$ cat src/rtl/ponylink_sdpram.sv
// Simple dual-port storage array: one synchronous write port, one asynchronous read port.
// Latency: write visible to the read port on the cycle after the write edge; read is combinational.
// Backpressure: none; the caller must only address valid entries.
module ponylink_sdpram #(
    parameter int WIDTH      = 8,
    parameter int DEPTH_LOG2 = 6
) (
    input  logic                  clk,
    input  logic                  wr_en,
    input  logic [DEPTH_LOG2-1:0] wr_addr,
    input  logic [WIDTH-1:0]      wr_data,
    input  logic [DEPTH_LOG2-1:0] rd_addr,
    output logic [WIDTH-1:0]      rd_data
);

    logic [WIDTH-1:0] mem [2**DEPTH_LOG2];

    // Storage write; contents are not reset because pointers alone define what is valid.
    always_ff @(posedge clk) begin
        if (wr_en) begin
            mem[wr_addr] <= wr_data;
        end
    end

    // Fall-through read so the head beat is presented without an extra cycle.
    assign rd_data = mem[rd_addr];

endmodule

$ cat src/rtl/ponylink_pkt_fifo.sv
// Store-and-forward AXI-stream packet FIFO; oversized packets fall back to cut-through.
// Latency: a packet is readable the cycle after its tlast beat is stored (cut-through: cycle after each beat).
// Backpressure: in_tready drops while full; out side holds data stable while out_tready is low.
module ponylink_pkt_fifo #(
    parameter int TDATA_WIDTH = 8,
    parameter int TUSER_WIDTH = 1,
    parameter int DEPTH_LOG2  = 6
) (
    input  logic                   clk,
    input  logic                   reset,
    input  logic [TDATA_WIDTH-1:0] in_tdata,
    input  logic [TUSER_WIDTH-1:0] in_tuser,
    input  logic                   in_tvalid,
    input  logic                   in_tlast,
    output logic                   in_tready,
    output logic [TDATA_WIDTH-1:0] out_tdata,
    output logic [TUSER_WIDTH-1:0] out_tuser,
    output logic                   out_tvalid,
    output logic                   out_tlast,
    input  logic                   out_tready,
    output logic [DEPTH_LOG2:0]    fill_level,
    output logic [DEPTH_LOG2:0]    pkt_count,
    output logic                   overflow_cut
);

    localparam int PTR_W  = DEPTH_LOG2 + 1;
    localparam int WORD_W = TUSER_WIDTH + 1 + TDATA_WIDTH;

    localparam logic [PTR_W-1:0] PTR_ONE     = PTR_W'(1);
    localparam logic [PTR_W-1:0] DEPTH_BEATS = {1'b1, {DEPTH_LOG2{1'b0}}};

    // Registered state
    logic [PTR_W-1:0] wr_ptr;
    logic [PTR_W-1:0] rd_ptr;
    logic [PTR_W-1:0] commit_ptr;
    logic             cut_mode;
    logic [PTR_W-1:0] pkt_cnt_q;
    logic [PTR_W-1:0] fill_q;
    logic             out_vld_q;
    logic             ovf_q;
    // tlast beats of cut-through packets still stored; they were never counted in pkt_count
    logic [PTR_W-1:0] cut_tails_q;

    // Next-state values
    logic [PTR_W-1:0] wr_nxt;
    logic [PTR_W-1:0] rd_nxt;
    logic [PTR_W-1:0] commit_nxt;
    logic             cut_nxt;
    logic [PTR_W-1:0] pkt_cnt_nxt;
    logic [PTR_W-1:0] cut_tails_nxt;

    logic             full;
    logic             wr_en;
    logic             rd_en;
    logic             cut_enter;
    logic             pkt_inc;
    logic             pkt_dec;
    logic             tail_inc;
    logic             tail_dec;

    logic [WORD_W-1:0] wr_word;
    logic [WORD_W-1:0] rd_word;

    assign full      = (wr_ptr - rd_ptr) == DEPTH_BEATS;
    assign in_tready = !full && !reset;
    assign wr_en     = in_tvalid && in_tready;
    assign rd_en     = out_vld_q && out_tready;

    assign wr_word = {in_tuser, in_tlast, in_tdata};
    assign {out_tuser, out_tlast, out_tdata} = rd_word;

    ponylink_sdpram #(
        .WIDTH      (WORD_W),
        .DEPTH_LOG2 (DEPTH_LOG2)
    ) u_ram (
        .clk     (clk),
        .wr_en   (wr_en),
        .wr_addr (wr_ptr[DEPTH_LOG2-1:0]),
        .wr_data (wr_word),
        .rd_addr (rd_ptr[DEPTH_LOG2-1:0]),
        .rd_data (rd_word)
    );

    // Full with no complete packet stored but a partial one pending: that packet can
    // never complete inside the FIFO, so switch it to cut-through to avoid deadlock.
    assign cut_enter = !cut_mode && full && (pkt_cnt_q == '0) && (commit_ptr != wr_ptr);

    // A stored tlast is either a counted packet end or the end of a cut-through packet.
    // Cut-through tails are always older than any counted packet still stored (cut mode
    // is only entered with pkt_count==0), so the oldest tails are consumed first.
    assign pkt_inc  = wr_en && in_tlast && !cut_mode;
    assign tail_inc = wr_en && in_tlast && cut_mode;
    assign tail_dec = rd_en && out_tlast && (cut_tails_q != '0);
    assign pkt_dec  = rd_en && out_tlast && (cut_tails_q == '0);

    // Pointer, commit and cut-mode next state.
    always_comb begin
        wr_nxt     = wr_ptr;
        rd_nxt     = rd_ptr;
        commit_nxt = commit_ptr;
        cut_nxt    = cut_mode;
        if (wr_en) begin
            wr_nxt = wr_ptr + PTR_ONE;
        end
        if (rd_en) begin
            rd_nxt = rd_ptr + PTR_ONE;
        end
        if (cut_mode) begin
            // Every stored beat is readable; on the tlast write this lands on wr_ptr+1.
            commit_nxt = wr_nxt;
            if (wr_en && in_tlast) begin
                cut_nxt = 1'b0;
            end
        end else if (cut_enter) begin
            // No write can happen while full, so wr_ptr is already the final value.
            cut_nxt    = 1'b1;
            commit_nxt = wr_ptr;
        end else if (wr_en && in_tlast) begin
            commit_nxt = wr_nxt;
        end
    end

    // Packet and cut-tail counters; simultaneous increment and decrement cancel.
    always_comb begin
        pkt_cnt_nxt   = pkt_cnt_q;
        cut_tails_nxt = cut_tails_q;
        case ({pkt_inc, pkt_dec})
            2'b10:   pkt_cnt_nxt = pkt_cnt_q + PTR_ONE;
            2'b01:   pkt_cnt_nxt = pkt_cnt_q - PTR_ONE;
            default: pkt_cnt_nxt = pkt_cnt_q;
        endcase
        case ({tail_inc, tail_dec})
            2'b10:   cut_tails_nxt = cut_tails_q + PTR_ONE;
            2'b01:   cut_tails_nxt = cut_tails_q - PTR_ONE;
            default: cut_tails_nxt = cut_tails_q;
        endcase
    end

    // State register; reset discards everything including partial packets.
    always_ff @(posedge clk) begin
        if (reset) begin
            wr_ptr      <= '0;
            rd_ptr      <= '0;
            commit_ptr  <= '0;
            cut_mode    <= 1'b0;
            pkt_cnt_q   <= '0;
            fill_q      <= '0;
            out_vld_q   <= 1'b0;
            ovf_q       <= 1'b0;
            cut_tails_q <= '0;
        end else begin
            wr_ptr      <= wr_nxt;
            rd_ptr      <= rd_nxt;
            commit_ptr  <= commit_nxt;
            cut_mode    <= cut_nxt;
            pkt_cnt_q   <= pkt_cnt_nxt;
            fill_q      <= wr_nxt - rd_nxt;
            out_vld_q   <= (rd_nxt != commit_nxt);
            ovf_q       <= cut_enter;
            cut_tails_q <= cut_tails_nxt;
        end
    end

    assign out_tvalid   = out_vld_q;
    assign fill_level   = fill_q;
    assign pkt_count    = pkt_cnt_q;
    assign overflow_cut = ovf_q;

endmodule
$ cat config.mk
export PLATFORM = sky130hd
export DESIGN_NAME = ponylink_pkt_fifo
export DESIGN_NICKNAME = d
export VERILOG_FILES = /design/src/rtl/ponylink_sdpram.sv /design/src/rtl/ponylink_pkt_fifo.sv
export SDC_FILE = /design/constraint.sdc
export NUM_CORES = 1
export LEC_CHECK = 0
export ABC_CLOCK_PERIOD_IN_PS = 10600
export BUFFER_PORTS_ARGS = -buffer_cell sky130_fd_sc_hd__buf_2
export CELL_PAD_IN_SITES_DETAIL_PLACEMENT = 1
export CELL_PAD_IN_SITES_GLOBAL_PLACEMENT = 1
export CORE_UTILIZATION = 50
export CTS_CLUSTER_DIAMETER = 30
export DETAILED_ROUTE_END_ITERATION = 8
export PLACE_DENSITY = 0.73
export SLEW_MARGIN = 30
export SYNTH_ARGS = -nofsm -noshare
export SYNTH_HDL_FRONTEND = slang
export SYNTH_SLANG_ARGS = --single-unit
$ cat constraint.sdc
create_clock -name clk -period 10.6 [get_ports clk]
set_clock_uncertainty 0.2 [all_clocks]
set_input_delay 0.53 -clock clk [delete_from_list [all_inputs] [get_ports clk]]
set_output_delay 0.53 -clock clk [all_outputs]
set_load 0.1 [all_outputs]
* Word level (Yosys, flattened, before mapping) *
Memories as Yosys holds them, arrays and structs flattened. A register that Yosys moved wholly into a read port is not among the register bits.
Index checks and enable logic that the tools add are counted.

storage, ports and cells
  register bits = 45
  memory bits (writable) = 640
  input bits = 14
  output and inout bits = 27
  word-level logic and storage cells = 58
  memories kept = 1

cells by class
  add/sub/neg operators = 8
  eq/ne operators = 7
  mux-type cells = 13
  reductions and logical operators = 20

memories
  name       depth  bits a word  rd ports  clocked after memory_dff  wr ports  line                   source
  u_ram.mem  64     10           1         1                         1         ponylink_sdpram.sv:16  logic [WIDTH-1:0] mem [2**DEPTH_LOG2];

operators with widths
  kind                   number
  $mux W7                5
  $add A7 B1 Y7 const B  4
  $pmux W7 S2            2
  $logic_not A7 Y1       2
  $ne A7 B7 Y1           2
  $sub A7 B1 Y7 const B  2
  $sub A7 B7 Y7          2
  $logic_and A1 B1 Y1    12
  $eq A7 B7 Y1 const B   1
  $reduce_bool A7 Y1     1
  $mux W6                1
  $mux W1                5
  $eq A2 B1 Y1 const B   2
  $eq A2 B2 Y1 const B   2
  $reduce_bool A2 Y1     2
  $logic_not A1 Y1       3

* Longest topological paths before layout *
Gate-level depths: netlist of run 1.

  depth in word-level cells = 10
  depth in mapped cells = 22
  gate-level depth less buffers = 19

* Hierarchy *
From an unflattened synthesis of run 1, not the netlist that was laid out.

second synthesis, totals
  cell total of the unflattened synthesis = 1,533
  area total of the unflattened synthesis = 28,355.9 um^2

modules (own cells, without submodules)
  module             instances  cells each  area each (um^2)  seq. area each (um^2)
  ponylink_sdpram    1          1,108       24,901.4          19,218.4
  ponylink_pkt_fifo  1          425         3,454.6           900.9

* Least setup slack after synthesis of run 1 *
OpenSTA, ideal clock, no wires.

  kind = flip-flop to flip-flop
  start = register rd_ptr[0]
  end = register cut_tails_q[6]
  setup time = 71 ps
  arrival time = 4,867 ps
  data required time = 10,329 ps
  path slack = 5,462 ps
  stages on the path, launching flop included = 18
  path buffers = 2
  period minus slack after synthesis = 5,138 ps
  path through = dfxtp_1 -> buf_2 -> buf_1 -> mux4_2 -> mux4_2 -> mux4_2 -> nand2_1 -> a21oi_1 -> ha_1 -> ha_1 -> nor2b_1 -> o21ai_0 -> nand2b_1 -> a21o_1 -> a21oi_1 -> xnor2_1 -> or3_1 -> a21oi_1

between the ends
  word-level cells in the longest chain between the ends = 9
  elaborated cells between the ends (all ways) = 11
  those cells by class = 1 x add/sub; 3 x eq/ne; 1 x mux; 6 x reduce/logical

RTL lines
  what                                               line                      source
  start: declaration                                 ponylink_pkt_fifo.sv:34   logic [PTR_W-1:0] rd_ptr;
  start signal: assignment                           ponylink_pkt_fifo.sv:153  rd_ptr <= rd_nxt;
  $sub A7 B7 Y7 (*)                                  ponylink_pkt_fifo.sv:64   assign full = (wr_ptr - rd_ptr) == DEPTH_BEATS;
  $eq A7 B7 Y1 (*)                                   ponylink_pkt_fifo.sv:64
  $logic_not A1 Y1 (*)                               ponylink_pkt_fifo.sv:65   assign in_tready = !full && !reset;
  $logic_and A1 B1 Y1 (*)                            ponylink_pkt_fifo.sv:65
  $logic_and A1 B1 Y1 (*)                            ponylink_pkt_fifo.sv:66   assign wr_en = in_tvalid && in_tready;
  $logic_and A1 B1 Y1 (*) (2 in series)              ponylink_pkt_fifo.sv:92   assign tail_inc = wr_en && in_tlast && cut_mode;
  $eq A2 B1 Y1 or $eq A2 B2 Y1 (tied branches)       ponylink_pkt_fifo.sv:132  case ({tail_inc, tail_dec})
  $pmux W7 S2 or $reduce_bool A2 Y1 (tied branches)  -
  end signal: assignment                             ponylink_pkt_fifo.sv:160  cut_tails_q <= cut_tails_nxt;
  end: declaration                                   ponylink_pkt_fifo.sv:42   logic [PTR_W-1:0] cut_tails_q;

Every way passes the cells marked *; elsewhere a longest branch is shown, timed or not.
A chain may end at the register's enable or synchronous reset.

* Worst setup path after layout of run 1 *
  start = register rd_ptr[1]
  end = register cut_tails_q[6]

Same word-level chain as after synthesis.

==> summary.txt, run 1 <==
====================================================================================
Commonest register cell after synthesis                                     edfxtp_1
Flop-to-flop setup slack                                                     4970 ps
Cell type with the highest aggregate area in the netlist                    edfxtp_1
Clock-pin slew on the worst setup and hold paths                               50 ps
Data required, critical path                                                10960 ps
Cell area after technology mapping                                        27460 um^2
Pin count of the biggest net entering global routing                              68
Setup TNS                                                                       0 ps
Total nets after synthesis                                                      1384
Leakage Power                                                               10.57 nW
Post-route clock period utilization                                           0.5309
Switching power                                                           0.002107 W
Setup repair after global routing missed its margin                            false
Async set-or-reset flop fraction in the synthesized netlist                        0
Cell Int Power                                                            0.006061 W
Vias                                                                           13887
Clock tree from TritonCTS                                                      built
CP Launch Type                                                              register
Crit end category                                                           register
Max transition margin                                                         0.2657
Worst hold path depth                                                              4
Final slew viol count                                                              0
Post-detailed-route DRC marker count                                               0
Pre-CTS setup slack                                                          4809 ps
Maximum net fanout on the critical path                                           52
VDD IR-drop max                                                             192.4 uV
Skew-Pair Late Insertion Delay                                                680 ps
Final-report setup violation count                                                 0
Flops & latches, synth                                                           685
Type of the setup path with the least slack                                  reg2reg
Final worst path period need                                                 5628 ps
Clock H-tree levels                                                                3
Starting density of the core                                                  0.5082
Power density over cell area                                            248.6 nW/um^2
Synth Area in Adders                                                         0.01404
Post-CTS setup buffers                                                             0
Post-synthesis sequential area ratio                                          0.7328
Placeable Area                                                            54030 um^2
Clk sinks                                                                        685
Via count of the first global-routing pass                                     14867
Antenna violations before repair                                                   1
Worst Reg-to-Reg Cells                                                            16
GR Util All Layers                                                            0.2539
First-pass GRT wire length                                                  101.1 mm
Unique masters post-synth                                                         56
Compound-cell area share of the yosys netlist                                0.01745
Worst Hold Slack                                                            129.6 ps
Final Routed Wirelength                                                     68.60 mm
Number of flops mapped to enable cells by yosys                                  640
Height of the chip                                                          236.3 um
Fraction of final layout cells sized beyond drive strength 1                  0.3519
Via density per instance                                                       6.153
Part of the total power dissipated in sequential elements                      0.372
Pwr Total                                                                 0.008168 W
Part of the power in combinational logic                                       0.139
Maximum operating frequency                                                177.7 MHz
GP Congestion                                                                 0.8022
I/O Pins                                                                          41
Growth of design area from synthesis to finish                                19.69%
MaxCap Viol Count                                                                  0
Root buffer cell                                                           clkbuf_16
Antenna Violating Nets Remaining                                                   0
Synth area leaders                                                      edfxtp_1, mux4_2, dfxtp_1
Total number of yosys warnings                                                     0
Hold Violations, Final                                                             0
Switching share of total power                                                0.2579
Most common cell in the synthesized netlist                                 edfxtp_1
Nets                                                                            1497
Multiplexer share of the synthesized area                                     0.1726
Crit path arrival time                                                       5990 ps
Status                                                                  complete, no violations
Synth Area in Simple Gates                                                   0.03614
First DRT Iteration DRCs                                                        1288
Die footprint                                                             55850 um^2
Total overflow reported by the global router                                       0
Detailed Place HPWL                                                         39.08 mm
Clock network fraction of total power                                          0.489
Die width                                                                   236.3 um
Top cells by count, synth                                               edfxtp_1, mux4_2, nor2_1
Number of detailed-route iterations in the first pass                              4
Instance count of the mapped netlist                                            1341
Parity-gate share of the synthesized area counting xor and xnor cells        0.01463
Floorplan row count                                                               85
Count of buffers from port buffering                                              40
Post-CTS resize count                                                              0
Cts hold-fix bufs                                                                  0
Number of buffers created by CTS                                                 121
Min-Delay Path Class                                                          in2reg
Utilization of the core after routing                                         0.6082
Number of fill cells in the layout                                              4452
Transition time of the tightest slew-check pin                               1096 ps
Final setup slack of the worst path                                          4972 ps
Dominant combinational cell family by area after synthesis              multiplexers
Average wire length per cell after detail routing                           30.39 um
Yosys top cell area share                                                     0.7000
Mean post-synth cell area                                                 20.47 um^2
Number of buffers on the longest clock path                                        3
====================================================================================
==> sequential cells by signal, summed over array words and instances (netlist names) <==
signal / count
commit_ptr: 7
cut_mode: 1
cut_tails_q: 7
fill_level: 7
out_tvalid: 1
overflow_cut: 1
pkt_count: 7
rd_ptr: 7
u_ram.mem: 640
wr_ptr: 7
==> cell type report <==
class / count / area [um^2] / share of cell area
repair buffers: 57 / 375.4 / 0.01142
clock buffers: 137 / 3119 / 0.09492
diodes: 1 / 2.502 / 0.00007615
multi-input cells: 569 / 7153 / 0.2177
clock inverters: 92 / 1137 / 0.03461
flip-flops and latches: 685 / 20130 / 0.6125
inverters: 20 / 75.07 / 0.002284
well taps: 696 / 870.8 / 0.02650
==> critical path, stage by stage (launching register included) <==
cell      delay [ps]
dfxtp_4          870
buf_4            750
mux4_2           430
mux4_2           530
mux4_2           510
nand2_1          170
a21oi_1           60
ha_1             300
ha_1             340
nor2b_1          160
o21ai_0          160
nand2b_1         110
a21o_1           180
a21oi_1          170
xnor2_1           90
or3_1            300
a21oi_1          140
==> through the flow <==
stage,std cells,area [um^2]
after detailed placement,2026,28540
after CTS,2255,32800
after global routing,2256,32860
after global placement,2025,28380
after floorplan,1341,27460
final,2257,32860
==> power by group through the flow <==
stage          Clock (W)  Sequential (W)  Combinational (W)
2_1_floorplan          0         0.00318           0.000755
3_3_place_gp           0         0.00309            0.00111
3_5_place_dp           0         0.00309            0.00113
4_1_cts          0.00404         0.00304            0.00115
5_1_grt          0.00415         0.00304            0.00120
6_report         0.00399         0.00304            0.00113
==> placed cells by master (no fill, tap or decap), types with 4 or more instances in the layout <==
cell,instances
edfxtp_1,640
mux4_2,210
clkbuf_16,122
nor2_1,65
nor2_2,62
dfxtp_1,42
buf_2,34
a21oi_1,29
ha_1,26
xnor2_1,25
clkinv_2,21
buf_4,21
bufinv_16,20
inv_1,19
nand2_1,19
xor2_1,19
nor2b_1,16
inv_6,16
clkbuf_1,14
clkinvlp_4,12
a21o_1,11
clkinv_1,11
nor3_1,10
nand3_1,8
nor4_1,7
clkinv_4,7
o21ai_0,6
nand2b_1,5
nand3b_1,4
==> final timing paths <==
| kind | start | to |
|---|---|---|
| min | out_tready | rd_ptr[0]$_SDFF_PP0_ |
| max reg2reg | rd_ptr[1]$_SDFF_PP0_ | cut_tails_q[6]$_SDFFE_PP0P_ |
| min reg2reg | cut_tails_q[6]$_SDFFE_PP0P_ | cut_tails_q[6]$_SDFFE_PP0P_ |
| max | rd_ptr[1]$_SDFF_PP0_ | cut_tails_q[6]$_SDFFE_PP0P_ |
==> layer usage <==
| layer | wire [um] | vias up | global-route usage |
|---|---|---|---|
| met3 | 5413 | 128 | 0.06905 |
| met5 | 8 | - | 0 |
| li1 | - | 5776 | - |
| met1 | 26860 | 7325 | 0.3309 |
| met2 | 34420 | 656 | 0.4167 |
| met4 | 1890 | 2 | 0.08205 |
==> kinds of logic (layout without fill, tap and decap cells) <==
group | after synthesis | in the layout
adders and majority gates | 29 | 29
xor gates and xnor gates | 45 | 45
other | 0 | 1
AOI/OAI and AO/OA | 69 | 69
DFF | 685 | 685
and+or+nand+nor | 215 | 215
buffers and inverters | 87 | 306
muxes | 211 | 211
Note: power is estimated with default switching activity, not from simulation.
==> run 2, diff against run 1 <==
--- a/config.mk
+++ b/config.mk
@@ -5,14 +5,14 @@
 export SDC_FILE = /design/constraint.sdc
 export NUM_CORES = 1
 export LEC_CHECK = 0
-export ABC_CLOCK_PERIOD_IN_PS = 10600
+export ABC_CLOCK_PERIOD_IN_PS = 4870
 export BUFFER_PORTS_ARGS = -buffer_cell sky130_fd_sc_hd__buf_2
 export CELL_PAD_IN_SITES_DETAIL_PLACEMENT = 1
 export CELL_PAD_IN_SITES_GLOBAL_PLACEMENT = 1
 export CORE_UTILIZATION = 50
 export CTS_CLUSTER_DIAMETER = 30
 export DETAILED_ROUTE_END_ITERATION = 8
-export PLACE_DENSITY = 0.73
+export PLACE_DENSITY = 0.76
 export SLEW_MARGIN = 30
 export SYNTH_ARGS = -nofsm -noshare
 export SYNTH_HDL_FRONTEND = slang
==> constraint.sdc (replaced) <==
create_clock -name clk -period 4.87 [get_ports clk]
set_clock_uncertainty 0.2 [all_clocks]
set_input_delay 0.2435 -clock clk [delete_from_list [all_inputs] [get_ports clk]]
set_output_delay 0.2435 -clock clk [all_outputs]
set_load 0.1 [all_outputs]
==> run 2 against run 1 <==
Against the previous run: via count rose by 7.6%; maximum frequency up 19%; non-clock buffer count increased by 124; register-to-register slack worse by 4800 ps; combinational power is 130% higher; critical path depth unchanged; sequential power up 120%; cell count grew 6.1%; worst setup slack got worse by 4800 ps; sequential share of layout area shrank 1.7 points; power rose by 120%; critical endpoint is now pkt_count[6]$_SDFFE_PP0P_; largest cell class unchanged.
==> summary.txt, run 2 (same netlist as run 1, synthesis figures left out) <==
===========================================================================
Via count of the first global-routing pass                            15993   +7.6%
Clock H-tree levels                                                       4   +1
Leakage Power                                                      11.32 nW   +7.1%
Diode insertion count for antenna repair                                  0   -1
Skew-Pair Late Insertion Delay                                       720 ps   +40 ps
Non-Filler Instances                                                   2395   +6.1%
Crit end category                                                  register
Most flops, register                                              u_ram.mem
Routed length on met3                                              5.572 mm   +2.9%
Power density over cell area                                   536.2 nW/um^2   +120%
Setup TNS                                                              0 ps   unchanged
Part of the power in combinational logic                              0.143   +0.004
Part of the total power dissipated in sequential elements             0.365   -0.007
Growth of design area from synthesis to finish                       23.12%
Clock tree from TritonCTS                                             built
Worst Reg-to-Reg Cells                                                   16   unchanged
Final slew viol count                                                     0   unchanged
Most common cell after layout, fill and taps aside                 edfxtp_1
Post-route clock period utilization                                  0.9734   +0.4424
Min-Delay Endpoint                                             u_ram.mem[24][9]$_DFFE_PP_
Count of buffers from port buffering                                     40   unchanged
Die width                                                          236.3 um   unchanged
Hold Violations, Final                                                    0   unchanged
VDD IR-drop max                                                    375.6 uV   +95%
R2r startpoint                                                 rd_ptr[0]$_SDFF_PP0_
Type of the setup path with the least slack                         reg2reg
Number of detailed-route iterations in the first pass                     5   +1
Total overflow reported by the global router                              0   unchanged
Family with the most delay on the worst path                   multiplexers
Top Layer Used                                                         met5
Fraction of final layout cells sized beyond drive strength 1         0.3549   +0.002992
Via density per instance                                              6.241   +1.4%
Slowest stage delay, CP                                              550 ps   -320 ps
Status                                                         complete, no violations
Detailed Place HPWL                                                43.36 mm   +11%
Nets                                                                   1634   +9.2%
Pin count of the biggest net entering global routing                     67   -1.5%
Number of buffers on the longest clock path                               3   unchanged
GP Congestion                                                        0.8243   +2.8%
Clock network fraction of total power                                 0.492   +0.003
Max reg flops                                                           640   unchanged
I/O Pins                                                                 41   unchanged
Worst hold path depth                                                     2   -2
Final Routed Wirelength                                            74.44 mm   +8.5%
Met2 routed wirelength                                             37.82 mm   +9.9%
CP Launch Type                                                     register
Starting density of the core                                         0.5082   unchanged
Flop-to-flop setup slack                                             130 ps   -4840 ps
Maximum operating frequency                                       211.0 MHz   +19%
First-pass GRT wire length                                         109.3 mm   +8.0%
Maximum net fanout on the critical path                                   9   -83%
Final-report setup violation count                                        0   unchanged
Clk sinks                                                               685   unchanged
Transition time of the tightest slew-check pin                     832.3 ps   -263.4 ps
Antenna Violating Nets Remaining                                          0   unchanged
Average wire length per cell after detail routing                  31.08 um   +2.3%
Placed Instances                                                       2138   +5.5%
Switching power                                                  0.004778 W   +130%
Number of buffers created by CTS                                        134   +11%
Die footprint                                                    55850 um^2   unchanged
Most used cells in the layout excluding fill and tap cells     edfxtp_1, mux4_2, buf_4
MaxCap Viol Count                                                         0   unchanged
Cell Int Power                                                    0.01335 W   +120%
Clock-pin slew on the worst setup and hold paths                      50 ps   about the same
CP most frequent cell                                                mux4_2
Height of the chip                                                 236.3 um   unchanged
Root buffer cell                                                  clkbuf_16
Switching share of total power                                       0.2636   +0.005631
Slowest library cell on the worst path                               mux4_2
Post-Place Cell Area                                             29260 um^2   +2.5%
Ordered cell list for the critical path                        buf_4 -> mux4_2 -> mux4_2 -> mux4_2 -> nand2_2 -> nor2_1 -> ha_1 -> ha_1 -> nor2b_1 -> o21ai_0 -> nand2b_1 -> a21o_1 -> a21oi_1 -> xnor2_1 -> or3_1 -> a21oi_1
Post-route cell area                                             33800 um^2   +2.9%
Antenna violations before repair                                          3   +2
First DRT Iteration DRCs                                               1620   +26%
Start point of the worst hold path                                 in_tuser
Data required, critical path                                        5290 ps   -5670 ps
Crit path arrival time                                              5160 ps   -830 ps
Post-detailed-route DRC marker count                                      0   unchanged
Placeable Area                                                   54030 um^2   unchanged
Min-Delay Path Class                                                 in2reg
Floorplan row count                                                      85   unchanged
Final worst path period need                                        4740 ps   -887.6 ps
Number of buffers and inverters on the critical path                      1   unchanged
GR Util All Layers                                                   0.2758   +0.02193
Routed length on met1                                              28.93 mm   +7.7%
Max transition margin                                                0.4451   +0.1794
Endpoint of the worst-slack reg-to-reg timing path             pkt_count[6]$_SDFFE_PP0P_
Vias                                                                  14947   +7.6%
===========================================================================
## run 2: cell types whose count changed in the layout (fill, tap and decap cells not counted), moves of 7 or more
cell,change
nor2_2,-62
clkinvlp_4,-7
clkinv_1,+14
nor2_1,+62
buf_4,+116
bufinv_16,-8
dlygate4sd3_1,+9
clkbuf_16,+12
## run 2: final cells by class
cell class	count	area (um^2)
clock inverter	88	907.1
sequential	685	20130
fill	4540	20220
multi-input combinational	569	7015
clock buffer	156	3476
tap	696	870.8
timing repair buffer	181	1331
inverter	20	75.07
## run 2: layer usage
layer | GRT usage | up-vias
met5 | 0 | -
met4 | 0.1082 | 2
met3 | 0.05582 | 137
met2 | 0.4543 | 783
met1 | 0.3634 | 7953
li1 | - | 6072
## run 2: how the worst max path moves through the flow
stage	from	slack, ps	cells after the start	end
5_1_grt	rd_ptr[0]$_SDFF_PP0_	-20	16	pkt_count[6]$_SDFFE_PP0P_
3_3_place_gp	rd_ptr[0]$_SDFF_PP0_	270	16	cut_tails_q[6]$_SDFFE_PP0P_
2_1_floorplan	rd_ptr[1]$_SDFF_PP0_	9	21	pkt_count[6]$_SDFFE_PP0P_
4_1_cts	rd_ptr[0]$_SDFF_PP0_	50	16	cut_tails_q[6]$_SDFFE_PP0P_
6_report	rd_ptr[0]$_SDFF_PP0_	130	16	pkt_count[6]$_SDFFE_PP0P_
3_5_place_dp	rd_ptr[0]$_SDFF_PP0_	190	16	cut_tails_q[6]$_SDFFE_PP0P_
## run 2: power groups by stage
stage	clock network (W)	logic, W	registers [W]
4_1_cts	0.00903	0.00259	0.00662
6_report	0.00891	0.00260	0.00661
3_5_place_dp	0	0.00254	0.00672
5_1_grt	0.00926	0.00273	0.00662
3_3_place_gp	0	0.00249	0.00672
2_1_floorplan	0	0.00165	0.00692
## run 2: worst reg2reg max path: stages, from the launching register on
cell and delay, ps:
dfxtp_4 460, buf_4 210, mux4_2 530, mux4_2 540, mux4_2 550, nand2_2 140
nor2_1 50, ha_1 260, ha_1 350, nor2b_1 160, o21ai_0 180, nand2b_1 120
a21o_1 190, a21oi_1 160, xnor2_1 90, or3_1 310, a21oi_1 150
## run 2: timing repair
| item | CTS | global route |
|---|---|---|
| hold buffers | 9 | 0 |
| setup endpoints to repair | 0 | 3 |
| resized for setup | 0 | 4 |
| endpoints found under the hold margin | 492 | 0 |
| setup buffers | 0 | 4 |
## run 2: metrics by stage
| step | power [W] | worst slack, ps | util | hold slack, ps |
|---|---|---|---|---|
| final | 0.01813 | 129.8 | 0.6257 | 6.944 |
| after global routing | 0.01861 | -20.37 | 0.6257 | 38.30 |
| after global placement | 0.009211 | 266.8 | 0.5413 | 309.2 |
| after floorplan | 0.008570 | 8.638 | - | 142.4 |
| after detailed placement | 0.009262 | 186.2 | 0.5416 | 306.6 |
| after CTS | 0.01824 | 49.63 | 0.6244 | 11.11 |
